--- src/rtl/conv_out_quant_if.sv ---
// Stream bundle between the conv engine, the output quantizer and the downstream pixel sink.
interface conv_out_quant_if #(
  parameter int unsigned IN_WIDTH   = 32,
  parameter int unsigned DATA_WIDTH = 8
);
  logic signed [IN_WIDTH-1:0] result;
  logic                       resultValid;
  logic                       out_accepting_values;
  logic                       mode;
  logic [4:0]                 shift;
  logic [7:0]                 out_dim;
  logic [DATA_WIDTH-1:0]      pix_out;
  logic                       pix_valid;
  logic                       pix_ready;
  logic                       pix_last_col;
  logic                       frame_done;

  modport master (
    output result, resultValid, mode, shift, out_dim, pix_ready,
    input  out_accepting_values, pix_out, pix_valid, pix_last_col, frame_done
  );

  modport slave (
    input  result, resultValid, mode, shift, out_dim, pix_ready,
    output out_accepting_values, pix_out, pix_valid, pix_last_col, frame_done
  );
endinterface

--- src/rtl/conv_out_quant.sv ---
// Conv result quantizer: abs/ReLU, arithmetic shift, saturation, output FIFO and row/col tracking.
// Optional macro CONV_OUT_ROUND_EN enables round-half-up before the shift.
module conv_out_quant #(
  parameter int unsigned IN_WIDTH   = 32,
  parameter int unsigned DATA_WIDTH = 8,
  parameter int unsigned FIFO_DEPTH = 8
) (
  input logic             clock,
  input logic             reset,
  conv_out_quant_if.slave bus
);
  // One guard bit for |most-negative|, one for the rounding carry.
  localparam int unsigned MAG_W = IN_WIDTH + 2;
  localparam int unsigned PTR_W = $clog2(FIFO_DEPTH);
  localparam int unsigned CNT_W = PTR_W + 1;
  localparam int unsigned OCC_W = CNT_W + 1;

  logic                       s1_valid;
  logic signed [IN_WIDTH-1:0] s1_data;
  logic                       s2_valid;
  logic [DATA_WIDTH-1:0]      s2_data;
  logic [DATA_WIDTH-1:0]      mem [FIFO_DEPTH];
  logic [PTR_W-1:0]           wr_ptr, rd_ptr;
  logic [CNT_W-1:0]           count;
  logic [OCC_W-1:0]           occupancy;
  logic                       accept, push, pop;

  logic signed [MAG_W-1:0]    ext;
  logic [MAG_W-1:0]           mag, biased, shifted;
  logic [DATA_WIDTH-1:0]      quant;

  logic [7:0]                 col, row, col_nxt, row_nxt, last;
  logic                       frame_end;

  // Credit includes pipeline stages so nothing in flight can overflow the FIFO.
  assign occupancy = OCC_W'(count) + OCC_W'(s1_valid) + OCC_W'(s2_valid);
  assign bus.out_accepting_values = (occupancy < OCC_W'(FIFO_DEPTH));
  assign accept        = bus.resultValid && bus.out_accepting_values;
  assign push          = s2_valid;
  assign pop           = bus.pix_valid && bus.pix_ready;
  assign bus.pix_valid = (count != '0);
  assign bus.pix_out   = mem[rd_ptr];

  // S2 transform of the S1 result using the current mode/shift.
  always_comb begin
    ext     = MAG_W'(s1_data);
    mag     = '0;
    biased  = '0;
    shifted = '0;
    quant   = '0;
    if (!s1_data[IN_WIDTH-1]) begin
      mag = ext;
    end else if (!bus.mode) begin
      mag = -ext;
    end
    biased = mag;
`ifdef CONV_OUT_ROUND_EN
    if (bus.shift != 5'd0) begin
      biased = mag + (MAG_W'(1) << (bus.shift - 5'd1));
    end
`endif
    shifted = biased >> bus.shift;
    quant   = (shifted[MAG_W-1:DATA_WIDTH] != '0) ? '1 : DATA_WIDTH'(shifted);
  end

  always_ff @(posedge clock or negedge reset) begin
    if (!reset) begin
      s1_valid <= 1'b0;
      s1_data  <= '0;
      s2_valid <= 1'b0;
      s2_data  <= '0;
    end else begin
      s1_valid <= accept;
      if (accept) s1_data <= bus.result;
      s2_valid <= s1_valid;
      if (s1_valid) s2_data <= quant;
    end
  end

  // Output FIFO; a push into an empty FIFO becomes visible only on the next cycle.
  always_ff @(posedge clock or negedge reset) begin
    if (!reset) begin
      for (int i = 0; i < int'(FIFO_DEPTH); i++) mem[i] <= '0;
      wr_ptr <= '0;
      rd_ptr <= '0;
      count  <= '0;
    end else begin
      if (push) begin
        mem[wr_ptr] <= s2_data;
        wr_ptr      <= wr_ptr + PTR_W'(1);
      end
      if (pop) rd_ptr <= rd_ptr + PTR_W'(1);
      if (push && !pop) begin
        count <= count + CNT_W'(1);
      end else if (!push && pop) begin
        count <= count - CNT_W'(1);
      end
    end
  end

  // out_dim of 0 wraps to 255 as the last index, i.e. 256 per row.
  always_comb begin
    last      = bus.out_dim - 8'd1;
    col_nxt   = col;
    row_nxt   = row;
    frame_end = 1'b0;
    if (pop) begin
      if (col == last) begin
        col_nxt = 8'd0;
        if (row == last) begin
          row_nxt   = 8'd0;
          frame_end = 1'b1;
        end else begin
          row_nxt = row + 8'd1;
        end
      end else begin
        col_nxt = col + 8'd1;
      end
    end
  end

  always_ff @(posedge clock or negedge reset) begin
    if (!reset) begin
      col              <= 8'd0;
      row              <= 8'd0;
      bus.pix_last_col <= 1'b0;
      bus.frame_done   <= 1'b0;
    end else begin
      col              <= col_nxt;
      row              <= row_nxt;
      bus.pix_last_col <= (col_nxt == last);
      bus.frame_done   <= frame_end;
    end
  end
endmodule

--- src/flat_wrapper.sv ---
// flat-port wrapper written by rule: the top's interface ports become plain ports
module conv_out_quant_flat 
#(
  parameter int unsigned IN_WIDTH   = 32,
  parameter int unsigned DATA_WIDTH = 8,
  parameter int unsigned FIFO_DEPTH = 8
)
  (clock, reset, bus_result, bus_resultValid, bus_mode, bus_shift, bus_out_dim, bus_pix_ready, bus_out_accepting_values, bus_pix_out, bus_pix_valid, bus_pix_last_col, bus_frame_done);
  conv_out_quant_if #(.IN_WIDTH(IN_WIDTH), .DATA_WIDTH(DATA_WIDTH)) bus_i ();
  input logic clock;
  input logic reset;
  input wire logic [$bits(bus_i.result)-1:0] bus_result;
  input wire logic [$bits(bus_i.resultValid)-1:0] bus_resultValid;
  input wire logic [$bits(bus_i.mode)-1:0] bus_mode;
  input wire logic [$bits(bus_i.shift)-1:0] bus_shift;
  input wire logic [$bits(bus_i.out_dim)-1:0] bus_out_dim;
  input wire logic [$bits(bus_i.pix_ready)-1:0] bus_pix_ready;
  output wire logic [$bits(bus_i.out_accepting_values)-1:0] bus_out_accepting_values;
  output wire logic [$bits(bus_i.pix_out)-1:0] bus_pix_out;
  output wire logic [$bits(bus_i.pix_valid)-1:0] bus_pix_valid;
  output wire logic [$bits(bus_i.pix_last_col)-1:0] bus_pix_last_col;
  output wire logic [$bits(bus_i.frame_done)-1:0] bus_frame_done;
  assign bus_i.result = bus_result;
  assign bus_i.resultValid = bus_resultValid;
  assign bus_i.mode = bus_mode;
  assign bus_i.shift = bus_shift;
  assign bus_i.out_dim = bus_out_dim;
  assign bus_i.pix_ready = bus_pix_ready;
  assign bus_out_accepting_values = bus_i.out_accepting_values;
  assign bus_pix_out = bus_i.pix_out;
  assign bus_pix_valid = bus_i.pix_valid;
  assign bus_pix_last_col = bus_i.pix_last_col;
  assign bus_frame_done = bus_i.frame_done;
  conv_out_quant #(.IN_WIDTH(IN_WIDTH), .DATA_WIDTH(DATA_WIDTH), .FIFO_DEPTH(FIFO_DEPTH)) u_core (.clock(clock), .reset(reset), .bus(bus_i));
endmodule
--- config.mk ---
export PLATFORM = sky130hd
export DESIGN_NAME = conv_out_quant_flat
export DESIGN_NICKNAME = d
export VERILOG_FILES = /design/src/rtl/conv_out_quant_if.sv /design/src/rtl/conv_out_quant.sv /design/src/flat_wrapper.sv
export SDC_FILE = /design/constraint.sdc
export NUM_CORES = 1
export LEC_CHECK = 0
export CAP_MARGIN = 10
export CORE_MARGIN = 3
export CORE_UTILIZATION = 58
export CTS_BUF_LIST = sky130_fd_sc_hd__clkbuf_16
export DETAILED_ROUTE_END_ITERATION = 10
export DONT_BUFFER_PORTS = 1
export GPL_ROUTABILITY_DRIVEN = 0
export PLACE_DENSITY = 0.71
export SETUP_SLACK_MARGIN = 0.4
export SLEW_MARGIN = 20
export SYNTH_ARGS = -nofsm -noshare
export SYNTH_HDL_FRONTEND = slang
export SYNTH_SLANG_ARGS = --single-unit
export TNS_END_PERCENT = 30
--- constraint.sdc ---
create_clock -name clock -period 5.5 [get_ports clock]
set_input_delay 0.825 -clock clock [delete_from_list [all_inputs] [get_ports clock]]
set_output_delay 0.825 -clock clock [all_outputs]
set_load 0.03 [all_outputs]
==> Word level (Yosys, flattened, before mapping) <==
Cells that the tools add are included.
{ "word_totals": {"reg_bits": 134, "input_bits": 50, "output_inout_bits": 12, "word_cells": 67} }
{ "op_classes": {"addsub": 10, "order_cmp": 4, "eq_ne": 3, "shifts": 1, "muxes": 17, "bitwise": 2, "reduce_logical": 11} }
{ "op_table": {"columns": ["cell", "n"], "rows": [
  ["$mux 34", 2],
  ["$bwmux 64", 1],
  ["$mux 8", 7],
  ["$neg 32->34", 1],
  ["$shr 34x5->34", 1],
  ["$reduce_bool 26->1", 1],
  ["$bmux 8 s3", 1],
  ["$demux 8 s3", 1],
  ["$eq 8x8->1", 3],
  ["$add 8x1->8 const B", 2],
  ["$ge 4x4->1 const B", 2],
  ["$mux 4", 2],
  ["$not 3->4", 2],
  ["$sub 8x1->8 const B", 1],
  ["$add 3x1->3 const B", 2],
  ["$add 4x1->5", 1],
  ["$add 5x1->5", 1],
  ["$logic_and 1x1->1", 5],
  ["$lt 5x4->1 const B", 1],
  ["$add 4x1->4 const B", 1],
  ["$lt 4x1->1 const B", 1],
  ["$reduce_bool 4->1", 1],
  ["$sub 4x1->4 const B", 1],
  ["$mux 1", 3],
  ["other kinds (3)", 4]
]} }

==> Longest topological paths before layout <==
Gate-level depths: netlist (run 1).
{ "logic_depth": {"word_depth": 6, "mapped_depth": 13, "ltp_nobuf": 12} }

==> Least setup slack after synthesis (run 1) <==
Ideal clock, no wire load.
{ "synth_path": {"kind": "reg-to-reg", "start": "register u_core.s1_data[8]", "end": "register u_core.s2_data[1]", "setup_ns": 0.142, "arrival_ns": 3.467, "t_required_ns": 5.358, "setup_slack_ns": 1.891, "stages_incl_launch_ff": 12, "path_buffers": 1, "period_less_slack_ns": 3.609, "cell_sequence": "dfrtp_1 > buf_6 > or4_4 > or3_4 > o41ai_4 > xor2_2 > o22a_1 > nor3_1 > o32a_1 > a2111o_1 > nor4_4 > a31oi_1"} }
{ "synth_between": {"elab_chain_len": 6} }
{ "synth_rtl": {"columns": ["item", "line_no", "rtl"], "rows": [
  ["start: declaration", "conv_out_quant.sv:19", "logic signed [IN_WIDTH-1:0] s1_data;"],
  ["start signal: assignment", "conv_out_quant.sv:74", "if (accept) s1_data <= bus.result;"],
  ["$neg 32->34", "conv_out_quant.sv:54", "mag = -ext;"],
  ["$mux 34", "conv_out_quant.sv:53", "end else if (!bus.mode) begin"],
  ["$mux 34 (*)", "conv_out_quant.sv:51", "if (!s1_data[IN_WIDTH-1]) begin"],
  ["$shr 34x5->34 (*)", "conv_out_quant.sv:62", "shifted = biased >> bus.shift;"],
  ["$reduce_bool 26->1", "conv_out_quant.sv:63", "quant = (shifted[MAG_W-1:DATA_WIDTH] != '0) ? '1 : DATA_WIDTH'(shifted);"],
  ["$mux 8 (*)", "conv_out_quant.sv:63", null],
  ["end signal: assignment", "conv_out_quant.sv:76", "if (s1_valid) s2_data <= quant;"],
  ["end: declaration", "conv_out_quant.sv:21", "logic [DATA_WIDTH-1:0] s2_data;"]
]} }
Every way passes the cells marked *; elsewhere a longest branch is shown, timed or not.
A chain may end at the register's enable or synchronous reset.

==> Worst setup path in the final report (run 1) <==
{ "layout_path": {"start": "register u_core.s1_data[0]", "end": "register u_core.s2_data[1]"} }
The elaborated chain is that of the path after synthesis.

==> metrics.json, run 1 <==
{
  "status": "completed",
  "grt_use_total": 0.2768,
  "setup_viol": 0,
  "timing.fmax_mhz": 224.2,
  "postSynthAreaPerCell_sq_um": 9.183,
  "nets": 1034,
  "post_route_setup_tns_ps": 0,
  "internal_dissipation_mw": 3.268,
  "relative_contribution_of_sequential_cells_to_total_power": 0.353,
  "ff2ff_setup_slack_ps": 1040,
  "total_chip_power_mw": 5.888,
  "die_width_um": 133.2,
  "tritoncts": "yes",
  "timing.setup.critical_path_class": "flip-flop to flip-flop",
  "layout_cells_sized_above_1": 0.1653,
  "synth-edff-count": 0,
  "synth_area_leaders": "dfrtp_1, mux2_2, nand2_1, mux4_2, xnor2_1",
  "cp-start-kind": "flip-flop",
  "rsz0062_at_grt": "no",
  "power.share.switching": 0.4450,
  "area_delta_synth_final_pct": 6.839,
  "maxSlewViolCount": 0,
  "share_clk_of_total_power": 0.195,
  "skew_ps": 11.67,
  "largest_net_degree_at_the_start_of_global_routing": 135,
  "synth_area_leader_cell": "dfrtp_1",
  "first_global_vias": 7624,
  "clockRootBuffer": "clkbuf_16",
  "route.detailed.vias_per_inst": 6.684,
  "finalHoldViolCount": 0,
  "post-cts-setup-buffer-count": 0,
  "tightest_pin_transition_ps": 1052,
  "coreArea_sq_um": 15540,
  "postSynth.topFlopCell": "dfrtp_1",
  "routed_wire_length_per_instance_um": 20.22,
  "cts-hold-fix-buffers": 0,
  "clock_sinks": 134,
  "final_common_cell": "nand2_1",
  "dp_hpwl_um": 16880,
  "multi_input_comb_area_sq_um": 5647,
  "tritoncts_buffer_count": 17,
  "clockBufferDepth": 2,
  "clock_transition_at_the_register_clock_pins_on_the_worst_setup_and_hold_paths_after_cts_ps": 70,
  "grt_antenna_before_repair": 1,
  "powerDensity_nw_per_um2": 587.2,
  "floorplan.die_area_sq_um": 17740,
  "synth_top_cell_area_share": 0.3573,
  "clkLatencyLatePin_ps": 440,
  "rows": 45,
  "cts_htree_levels": 4,
  "r2r_end": "u_core.s2_data[1]$_DFFE_PN0P_",
  "cts_resized": 0,
  "placed_cells_incl_taps": 1165,
  "worst-r2r-cell-count": 13,
  "post_synth_inst_count": 1022,
  "postLayoutCoreUtil": 0.6453,
  "grt_pass1_wl_um": 39790,
  "yosys_warnings": 0,
  "net-switching-power_mw": 2.620,
  "seq_area_sq_um": 3354,
  "initialDrtViolationCount": 794,
  "overflow": 0,
  "drc_violations_left": 0,
  "num_io_pins": 62,
  "max-cap-violations": 0,
  "period_needed_ps": 4461,
  "detail_route.first_pass.iterations": 8,
  "ys_async_sr_fraction": 1.000,
  "synth.cell_area_sq_um": 9385,
  "max-vdd-ir-drop_mv": 0.3925,
  "synthDistinctLibCells": 83,
  "critical_path.endpoint_type": "flip-flop",
  "final-instance-count-excl-fill": 1198,
  "layout_common_cells": "nand2_1, dfrtp_1, mux2_2",
  "worst_ep_arrival_time_ps": 4740,
  "final_antenna_net_count": 0,
  "crit_path_max_fanout": 15,
  "timing.final.crit_share": 0.8111,
  "comb_power_share": 0.451,
  "place.port_buffers": 0,
  "wirelength_um": 24230,
  "filler_cell_count": 1334,
  "synth.yosys.seq_area_share": 0.3573,
  "die_height_um": 133.2,
  "holdCritPathClass": "input port to async pin",
  "worstReg2RegStart": "u_core.s1_data[0]$_DFFE_PN0P_",
  "vias": 8007,
  "cellLeakagePower_nw": 3.915,
  "start_util": 0.6039,
  "synth_fp_nets": 1083,
  "synth_seq_cells": 134,
  "cp.required_ps": 5780,
  "timing.slew.headroom": 0.2923
}
## Yosys cell counts (7+ instances only)
cell,instances
or4_1,14
a31oi_1,20
xnor2_1,36
nand4_1,15
a21o_1,8
nor2_1,58
buf_1,11
a21oi_1,36
o22ai_1,9
inv_1,21
o211ai_1,7
mux4_2,18
xor2_1,16
dfrtp_1,134
nand3_1,21
and3_1,9
and2_1,11
mux2_2,79
o21ai_1,10
nor3_1,34
ha_1,10
mux2i_1,22
o21ai_0,26
nand2_1,147
a211oi_1,8
o32ai_1,9
or3_1,7
clkbuf_1,61
nand2b_1,8
nor4_1,22
## through the flow
step	setup slack, ps	hold WS (ps)	cell area, sq um
2_1_floorplan	1891	351.9	9385
3_3_place_gp	1355	475.8	9415
3_5_place_dp	1214	478.9	9415
4_1_cts	1172	63.42	10020
5_1_grt	749.1	56.89	10030
6_report	1039	79.63	10030
## sequential cells by signal (all words and copies together), names as in the netlist
name / flops
u_core.rd_ptr: 3
u_core.push: 1
u_core.bus.pix_last_col: 1
u_core.bus.frame_done: 1
u_core.mem: 64
u_core.wr_ptr: 3
u_core.s2_data: 8
u_core.s1_data: 32
u_core.row: 8
u_core.count: 4
u_core.s1_valid: 1
u_core.col: 8
## cells by family after synthesis
logic type / after synthesis / share of synthesized area
DFF: 134 / 0.3573
xor gates and xnor gates: 53 / 0.05026
adders and majority gates: 11 / 0.01546
and+or+nand+nor: 385 / 0.2060
muxes: 119 / 0.1614
AOI/OAI and AO/OA: 219 / 0.1678
buffers and inverters: 101 / 0.04173
## final cells by class
cell class | instances | area share
multi-input cells | 787 | 0.5631
well taps | 211 | 0.02633
repair buffers | 9 | 0.006738
diodes | 1 | 0.0002496
clock inverters | 15 | 0.01759
clock buffers | 17 | 0.04243
flip-flops and latches | 134 | 0.3345
inverters | 24 | 0.008984
## how the worst max path moves through the flow
| stage | start | to |
|---|---|---|
| finish | u_core.s1_data[0]$_DFFE_PN0P_ | u_core.s2_data[1]$_DFFE_PN0P_ |
| global route | u_core.s1_data[0]$_DFFE_PN0P_ | u_core.s2_data[4]$_DFFE_PN0P_ |
| CTS | u_core.s1_data[0]$_DFFE_PN0P_ | u_core.s2_data[1]$_DFFE_PN0P_ |
| detailed placement | u_core.s1_data[0]$_DFFE_PN0P_ | u_core.s2_data[1]$_DFFE_PN0P_ |
| global placement | u_core.s1_data[0]$_DFFE_PN0P_ | u_core.s2_data[1]$_DFFE_PN0P_ |
| floorplan | u_core.s1_data[8]$_DFFE_PN0P_ | u_core.s2_data[1]$_DFFE_PN0P_ |
## worst max-delay path, cell delays in order (launching register included)
cell	delay, ps
dfrtp_1	420
inv_1	90
ha_1	190
nor3b_1	210
buf_4	210
nand4_1	540
o41ai_4	590
xor2_2	360
o22a_1	210
mux2i_1	110
o311ai_1	370
o211ai_2	290
nor4_4	540
a31oi_1	170
## power by group through the flow
stage / clock (mW) / sequential (mW) / combinational (mW)
2_1_floorplan: 0 / 1.66 / 2.47
3_3_place_gp: 0 / 2.06 / 2.58
3_5_place_dp: 0 / 2.08 / 2.61
4_1_cts: 1.17 / 2.06 / 2.63
5_1_grt: 1.21 / 2.16 / 2.91
6_report: 1.15 / 2.08 / 2.66
## layer usage
metal / share of wire / vias to the layer above / GRT usage
met1: 0.44 / 3902 / 0.3710
met2: 0.47 / 310 / 0.4410
li1: - / 3724 / -
met3: 0.060 / 71 / 0.05249
met4: 0.032 / 0 / 0.1217
met5: 0 / - / 0
Note: power is estimated with default switching activity, not from simulation.
==> inputs of run 2 (changes only) <==
==> constraint.sdc (replaced) <==
create_clock -name clock -period 4.6 [get_ports clock]
set_input_delay 0.69 -clock clock [delete_from_list [all_inputs] [get_ports clock]]
set_output_delay 0.69 -clock clock [all_outputs]
set_load 0.03 [all_outputs]
==> run 2 against run 1 <==
  * Clock-buffer cell count unchanged
  * Final cell count up 1.0%
  * Sequential power rose by 21%
  * Total power grew 20%
  * Largest cell class unchanged
  * Final area increased by 1.1%
  * Combinational power is 24% higher
  * Global-route usage increased by 0.91 points
  * Die area unchanged
  * Fmax up 10%
==> metrics.json, run 2 (synthesized netlist as in run 1, its figures left out) <==
{
  "max-vdd-ir-drop_mv": 0.3782,
  "finalHoldViolCount": 0,
  "tightest_pin_transition_ps": 1012,
  "grt_pass1_wl_um": 41030,
  "coreArea_sq_um": 15540,
  "path_delay_family": "compound AO/OA/AOI/OAI gates",
  "powerDensity_nw_per_um2": 698.4,
  "tritoncts_buffer_count": 17,
  "rsz0062_at_grt": "no",
  "cellLeakagePower_nw": 3.971,
  "status": "completed",
  "worst-r2r-cell-count": 11,
  "timing.fmax_mhz": 246.5,
  "worstReg2RegStart": "u_core.s1_data[7]$_DFFE_PN0P_",
  "detail_route.first_pass.iterations": 6,
  "critPathBufInv": 1,
  "post_route_setup_tns_ps": 0,
  "grt_use_total": 0.2859,
  "cp.required_ps": 4880,
  "tritoncts": "yes",
  "max-cap-violations": 0,
  "critical-path-max-stage-delay_ps": 740,
  "largest-register": "u_core.mem",
  "clockBufferDepth": 2,
  "crit_top_cell": "a31oi_1",
  "r2r_end": "u_core.s2_data[7]$_DFFE_PN0P_",
  "die_height_um": 133.2,
  "overflow": 0,
  "area_delta_synth_final_pct": 7.999,
  "route.layer.met1.wl_um": 10480,
  "reg_top3": "u_core.mem: 64 flops, u_core.s1_data: 32 flops",
  "dp_hpwl_um": 17070,
  "timing.setup.critical_path_class": "flip-flop to flip-flop",
  "die_width_um": 133.2,
  "rows": 45,
  "largest_reg_flops": 64,
  "final_antenna_net_count": 0,
  "floorplan.die_area_sq_um": 17740,
  "holdCritPathClass": "input port to async pin",
  "clkLatencyLatePin_ps": 430,
  "first_global_vias": 7777,
  "place.port_buffers": 0,
  "ordered_list_of_cells_on_the_worst_path": "or4_1 -> nor4_2 -> a31oi_1 -> xor2_1 -> a22o_1 -> a21o_1 -> o32a_1 -> a2111o_1 -> nor4_4 -> buf_4 -> a31oi_1",
  "vias": 8139,
  "total_chip_power_mw": 7.079,
  "clock_transition_at_the_register_clock_pins_on_the_worst_setup_and_hold_paths_after_cts_ps": 60,
  "route.detailed.vias_per_inst": 6.726,
  "route.met2.wl_um": 11820,
  "initialDrtViolationCount": 851,
  "period_needed_ps": 4056,
  "clock_sinks": 134,
  "final_common_cell": "nand2_1",
  "timing.slew.headroom": 0.3244,
  "ff2ff_setup_slack_ps": 540,
  "wirelength_um": 25090,
  "top_routing_layer_used": "met4",
  "wl_met3_um": 1916,
  "start_util": 0.6039,
  "layout_common_cells": "nand2_1, dfrtp_1, mux2_2",
  "whs_ps": 191.5,
  "cp-start-kind": "flip-flop",
  "nets": 1047,
  "critical_path.endpoint_type": "flip-flop",
  "num_io_pins": 62,
  "timing.critical_path.slowest_stage_cell": "or4_1",
  "timing.final.crit_share": 0.8818,
  "routed_wire_length_per_instance_um": 20.74,
  "antenna_cells": 0,
  "drc_violations_left": 0,
  "worst_ep_arrival_time_ps": 4340,
  "grt_antenna_before_repair": 0,
  "skew_ps": 13.44,
  "crit_path_max_fanout": 11,
  "layout_cells_sized_above_1": 0.1802,
  "cts_htree_levels": 4,
  "maxSlewViolCount": 0,
  "setup_viol": 0,
  "postLayoutCoreUtil": 0.6523,
  "clockRootBuffer": "clkbuf_16",
  "largest_net_degree_at_the_start_of_global_routing": 135
}
==> run 2: cell type report <==
cell class	instances	area [sq um]
Inverter	24	90.09
Timing Repair Buffer	22	185.2
Fill cell	1312	5404
Tap cell	211	264.0
Multi-Input combinational cell	787	5702
Clock buffer	17	425.4
Clock inverter	15	115.1
Sequential cell	134	3354
==> run 2: metal layers <==
| layer | vias to the layer above | GRT usage |
|---|---|---|
| li1 | 3746 | - |
| met2 | 396 | 0.4571 |
| met5 | - | 0 |
| met3 | 69 | 0.06231 |
| met4 | 0 | 0.1331 |
| met1 | 3928 | 0.3734 |
==> run 2: worst max path at each step <==
stage                                         startpoint                             to  slack [ps]  depth (start not counted)
after floorplan            u_core.s1_data[8]$_DFFE_PN0P_  u_core.s2_data[1]$_DFFE_PN0P_         990                         11
after global placement    u_core.s1_data[15]$_DFFE_PN0P_  u_core.s2_data[1]$_DFFE_PN0P_         500                         10
after detailed placement  u_core.s1_data[20]$_DFFE_PN0P_  u_core.s2_data[7]$_DFFE_PN0P_         500                         10
after CTS                 u_core.s1_data[20]$_DFFE_PN0P_  u_core.s2_data[7]$_DFFE_PN0P_         490                         10
after global routing       u_core.s1_data[7]$_DFFE_PN0P_  u_core.s2_data[6]$_DFFE_PN0P_         400                         11
final                      u_core.s1_data[7]$_DFFE_PN0P_  u_core.s2_data[7]$_DFFE_PN0P_         540                         11
==> run 2: stage by stage <==
step	area, sq um	instances	setup WS [ps]
final	10140	1210	543.6
after global routing	10140	1210	399.5
after CTS	10050	1207	488.9
after detailed placement	9483	1174	499.8
after global placement	9483	1174	499.3
after floorplan	9385	1022	990.9
==> run 2: what timing repair did <==
item / in CTS / in global routing
resized for setup: 0 / 10
buffers inserted: 0 / 3
endpoints found under the hold margin: 134 / 0
hold buffers: 1 / 0
setup endpoints to repair: 0 / 8
==> run 2: power breakdown <==
group | leakage [nW] | switching (mW) | total [mW] | internal [mW]
Combinational | 2.14 | 1.78 | 3.30 | 1.52
Sequential | 1.56 | 0.810 | 2.51 | 1.70
Clock | 0.270 | 0.569 | 1.27 | 0.699
==> inputs of run 3 (changes only) <==
--- a/config.mk
+++ b/config.mk
@@ -14,6 +14,7 @@
 export GPL_ROUTABILITY_DRIVEN = 0
 export PLACE_DENSITY = 0.71
 export SETUP_SLACK_MARGIN = 0.4
+export SKIP_LAST_GASP = 1
 export SLEW_MARGIN = 20
 export SYNTH_ARGS = -nofsm -noshare
 export SYNTH_HDL_FRONTEND = slang
==> results of run 3 <==
Final layout, timing and power as in run 2 (identical DEF).
